[src/rtl/hazard_ctrl.sv]
// hazard_ctrl: pipeline hazard unit with forwarding, load-use stall, branch flush and memory-wait FSM.
// Keeps shadow E/M/W destination/control registers advanced with the same stall/flush it emits.
module hazard_ctrl (
    input  logic        clk,
    input  logic        reset,
    input  logic [3:0]  RA1D,
    input  logic [3:0]  RA2D,
    input  logic [3:0]  RSD,
    input  logic [3:0]  WA3D,
    input  logic        RegWriteD,
    input  logic        MemtoRegD,
    input  logic        BranchTakenE,
    input  logic        MemReadyM,
    output logic        StallF,
    output logic        StallD,
    output logic        StallE,
    output logic        StallM,
    output logic        FlushD,
    output logic        FlushE,
    output logic [1:0]  ForwardAE,
    output logic [1:0]  ForwardBE,
    output logic [1:0]  ForwardSE,
    output logic [15:0] StallCount,
    output logic [1:0]  HazState
);
    localparam logic [1:0] RUN = 2'b00, MEMWAIT = 2'b01, BRFLUSH = 2'b10;

    logic [1:0]  state_q, state_d;
    logic [15:0] cnt_q, cnt_d;
    logic [3:0]  ra1_e_q, ra1_e_d, ra2_e_q, ra2_e_d, rs_e_q, rs_e_d;
    logic [3:0]  wa3_e_q, wa3_e_d, wa3_m_q, wa3_m_d, wa3_w_q, wa3_w_d;
    logic        rw_e_q, rw_e_d, mtr_e_q, mtr_e_d;
    logic        rw_m_q, rw_m_d, mtr_m_q, mtr_m_d;
    logic        rw_w_q, rw_w_d;
    logic        ld_stall;

    // R15 is the PC and is never forwarded; M result beats W result
    function automatic logic [1:0] fwd_sel(input logic [3:0] src);
        return (src == 4'hF) ? 2'b00 :
               (rw_m_q && wa3_m_q == src) ? 2'b10 :
               (rw_w_q && wa3_w_q == src) ? 2'b01 : 2'b00;
    endfunction

    always_comb begin
        ld_stall = mtr_e_q & rw_e_q & (wa3_e_q != 4'hF) &
                   (RA1D == wa3_e_q | RA2D == wa3_e_q | RSD == wa3_e_q);
        StallF  = 1'b0;
        StallD  = 1'b0;
        StallE  = 1'b0;
        StallM  = 1'b0;
        FlushD  = 1'b0;
        FlushE  = 1'b0;
        state_d = RUN;
        if (reset) begin
            FlushD = 1'b1;
            FlushE = 1'b1;
        end else if (!MemReadyM) begin
            {StallF, StallD, StallE, StallM} = 4'b1111;
            state_d = MEMWAIT;
        end else if (state_q == BRFLUSH) begin
            FlushD = 1'b1;
        end else if (BranchTakenE) begin
            FlushD  = 1'b1;
            FlushE  = 1'b1;
            state_d = BRFLUSH;
        end else if (ld_stall) begin
            StallF = 1'b1;
            StallD = 1'b1;
            FlushE = 1'b1;
        end
        ra1_e_d = StallE ? ra1_e_q : RA1D;
        ra2_e_d = StallE ? ra2_e_q : RA2D;
        rs_e_d  = StallE ? rs_e_q  : RSD;
        wa3_e_d = StallE ? wa3_e_q : WA3D;
        rw_e_d  = StallE ? rw_e_q  : RegWriteD & ~FlushE;
        mtr_e_d = StallE ? mtr_e_q : MemtoRegD & ~FlushE;
        wa3_m_d = StallM ? wa3_m_q : wa3_e_q;
        rw_m_d  = StallM ? rw_m_q  : rw_e_q;
        mtr_m_d = StallM ? mtr_m_q : mtr_e_q;
        wa3_w_d = wa3_m_q;
        rw_w_d  = StallM ? 1'b0 : rw_m_q;
        cnt_d   = (StallF && cnt_q != 16'hFFFF) ? cnt_q + 16'd1 : cnt_q;
        ForwardAE  = reset ? 2'b00 : fwd_sel(ra1_e_q);
        ForwardBE  = reset ? 2'b00 : fwd_sel(ra2_e_q);
        ForwardSE  = reset ? 2'b00 : fwd_sel(rs_e_q);
        HazState   = reset ? RUN : state_q;
        StallCount = reset ? 16'd0 : cnt_q;
    end

    always_ff @(posedge clk) begin
        ra1_e_q <= ra1_e_d;
        ra2_e_q <= ra2_e_d;
        rs_e_q  <= rs_e_d;
        wa3_e_q <= wa3_e_d;
        wa3_m_q <= wa3_m_d;
        wa3_w_q <= wa3_w_d;
        if (reset) begin
            state_q <= RUN;
            cnt_q   <= 16'd0;
            rw_e_q  <= 1'b0;
            mtr_e_q <= 1'b0;
            rw_m_q  <= 1'b0;
            mtr_m_q <= 1'b0;
            rw_w_q  <= 1'b0;
        end else begin
            state_q <= state_d;
            cnt_q   <= cnt_d;
            rw_e_q  <= rw_e_d;
            mtr_e_q <= mtr_e_d;
            rw_m_q  <= rw_m_d;
            mtr_m_q <= mtr_m_d;
            rw_w_q  <= rw_w_d;
        end
    end
endmodule

[config.mk]
export PLATFORM = sky130hd
export DESIGN_NAME = hazard_ctrl
export DESIGN_NICKNAME = d
export VERILOG_FILES = /design/src/rtl/hazard_ctrl.sv
export SDC_FILE = /design/constraint.sdc
export NUM_CORES = 1
export LEC_CHECK = 0
export BUFFER_PORTS_ARGS = -buffer_cell sky130_fd_sc_hd__buf_2
export CAP_MARGIN = 5
export CORE_MARGIN = 5
export CORE_UTILIZATION = 53
export DETAILED_ROUTE_END_ITERATION = 16
export GPL_TIMING_DRIVEN = 1
export PLACE_DENSITY = 0.75
export SYNTH_ARGS = -nofsm -noshare
export SYNTH_HDL_FRONTEND = slang
export SYNTH_SLANG_ARGS = --single-unit
[constraint.sdc]
create_clock -name clk -period 3.2 [get_ports clk]
set_input_delay 0.8 -clock clk [delete_from_list [all_inputs] [get_ports clk]]
set_output_delay 0.8 -clock clk [all_outputs]
set_load 0.005 [all_outputs]
==> summary.md <==
| Metric | Value |
|---|---|
| Final nets | `300` |
| # setup viols final | `0` |
| DIE AREA | `5730 um^2` |
| Post-Syn Nets | `248` |
| Die Wd | `75.7 um` |
| Drt drc | `0` |
| H-tree depth | `2` |
| Main combinational cell family by area after synthesis | `simple AND/OR/NAND/NOR gates` |
| Pin count of the biggest net entering global routing | `39` |
| PostCTS Resize Cnt | `0` |
| Final setup margin | `281 ps` |
| Post-synthesis simple-gate area fraction | `22.4%` |
| Hold buffers post-CTS | `0` |
| Status | `completed` |
| Clock-pin slew on the worst setup and hold paths | `70 ps` |
| I/O Buffers | `51` |
| Initial antenna violation count | `0` |
| R2R cell count | `7` |
| Setup_tns | `0 ps` |
| Clk Latency, worst-skew pair | `290 ps` |
| CP endpoint kind | `output pin` |
| Wirelength per Cell | `14.3 um` |
| Synth Flop Type | `dfxtp_1` |
| Crit path kind | `input port to output pin` |
| XOR/XNOR Fraction of Synth Area | `13.0%` |
| Worst-Margin Slew | `740 ps` |
| Leakage | `1.17 nW` |
| First-pass GRT wire length | `7.73 mm` |
| Clock tree from TritonCTS | `built` |
| Req. time, crit path | `2400 ps` |
| RSZ-0062 raised after global routing | `no` |
| Clock Sinks | `46` |
| Worst relative slew slack | `50.6%` |
| Initial core utilization | `56.0%` |
| Starting DRT DRC Count | `71` |
| Post-Synthesis Cells | `225` |
| Final wirelength | `4.70 mm` |
| Hold-critical path depth | `2` |
| Post-DP HPWL | `3.59 mm` |
| Vias in the first global route | `1647` |
| Placed cells | `320` |
| I/O pins | `52` |
| EDFF count, synth | `20` |
| Cell Pwr Density | `436 nW/um^2` |
| GPL Wtd Cong | `0.791` |
| CTS buffer count | `5` |
| Mux cell area share after synthesis | `7.28%` |
| Final hold viol count | `0` |
| Post-CTS Setup Inserts | `0` |
| CP Max Fanout | `4` |
| Root buffer cell | `clkbuf_8` |
| Core area | `4090 um^2` |
| Final period utilization | `91.2%` |
| Synthesized cell area | `2290 um^2` |
| Drt first pass iters | `4` |
| Post-synthesis sequential area ratio | `49.0%` |
| Compound-Gate Fraction of Synth Area | `4.49%` |
| Ys Warns | `0` |
| Hold WC Path Type | `flip-flop to flip-flop` |
| Gr usage total | `18.0%` |
| Overflow after GRT | `0` |
| Asr flop ratio synth | `0%` |
| Non-filler cells, final | `328` |
| Worst Setup Slack post-DPL | `330 ps` |
| Die height | `75.7 um` |
| Area Growth Syn to Fin | `16.4%` |
| Seq cells post-synth | `46` |
| Clk buf depth | `2` |
| Max Slew Vio Count | `0` |
| Final ANT Viol Nets | `0` |
| Via-to-Cell Ratio | `5.38` |
| Post-Synth Adder-Cell Area | `0.547%` |
| Share of layout cells above drive strength 1 | `26.6%` |
| Fmax | `0.343 GHz` |
| Distinct cells, synth | `30` |
| Skew final | `10.7 ps` |
| CP arrival | `2120 ps` |
| Max IR drop VDD | `0.307 mV` |
| Setup crit start kind | `input port` |
| Post-route minimum period | `2920 ps` |
| Final antenna diode count | `0` |
| # rows | `23` |
| Syn Area/Cell | `10.2 um^2` |
| DR vias | `1765` |
| Total of max-cap violations | `0` |
-- metrics by stage --
stage	utilization (%)	power (mW)	cell area (um^2)	hold WS (ps)
after floorplan	-	0.791	2290	436
after global placement	63.1	0.834	2580	446
after detailed placement	63.1	0.840	2580	461
after CTS	65.1	1.17	2660	472
after global routing	65.1	1.21	2660	501
final	65.1	1.16	2660	466
-- cell type report --
type | instances | area (um^2)
fillers | 368 | 1430
flip-flops and latches | 46 | 1120
multi-input cells | 162 | 1090
repair buffers | 53 | 270
clock buffers | 6 | 72.6
well taps | 50 | 62.6
inverters | 9 | 33.8
clock inverters | 2 | 10.0
-- final timing paths --
kind | start | end | slack, ps
max | RSD[3] | StallF | 280
min | mtr_e_q | mtr_e_q | 470
max reg2reg | wa3_e_q[1] | cnt_q[8] | 790
min reg2reg | mtr_e_q | mtr_e_q | 470
-- worst max-delay path: stages --
cell    delay, ps
buf_2         100
xor2_1        160
nor4_1         90
nor4_1        600
nor2_1        190
buf_2         180
-- metal layers --
layer	up-vias	global-route usage [%]	wire length, um
li1	896	-	-
met1	818	23.1	2100
met2	46	29.7	2270
met3	5	3.30	266
met4	0	7.57	70
met5	-	0	0
-- cell families after synthesis --
| logic type | after synthesis |
|---|---|
| and+or+nand+nor | 97 |
| DFF | 46 |
| adders and majority gates | 1 |
| xor gates and xnor gates | 34 |
| AOI/OAI and AO/OA | 15 |
| muxes | 15 |
| buffers and inverters | 17 |
-- Yosys cell counts, drive strengths merged (7+ instances only) --
library cell / count / area share [%]
nor2b: 14 / 3.8
nand3: 17 / 3.7
xor2: 30 / 11
inv: 9 / 1.5
and3: 8 / 2.2
nor2: 24 / 3.9
mux2: 13 / 6.4
edfxtp: 20 / 26
nand2: 8 / 1.3
dfxtp: 26 / 23
nor3: 7 / 1.8
nor4: 7 / 1.9
-- report_power, final --
part	leakage [nW]	switching, mW	internal (mW)
Clock	0.0450	0.181	0.151
Combinational	0.705	0.0645	0.0628
Sequential	0.416	0.0483	0.651
-- flip-flops by register name, summed over array words and instances (netlist names) --
| signal | cells |
|---|---|
| cnt_q | 16 |
| ra1_e_q | 4 |
| ra2_e_q | 4 |
| rs_e_q | 4 |
| wa3_e_q | 4 |
| wa3_m_q | 4 |
| wa3_w_q | 4 |
| state_q | 2 |
| mtr_e_q | 1 |
| rw_e_q | 1 |
| rw_m_q | 1 |
| rw_w_q | 1 |
-- placed cells by master, fill, tap and decap left out, types with 9 or more instances in the layout --
| master | n |
|---|---|
| mux2_2 | 13 |
| nor2b_1 | 14 |
| xor2_1 | 30 |
| nand3_1 | 17 |
| edfxtp_1 | 20 |
| nor2_1 | 24 |
| dfxtp_1 | 26 |
| inv_1 | 9 |
| buf_2 | 51 |
No activity file was read; power rests on OpenSTA's default activity.
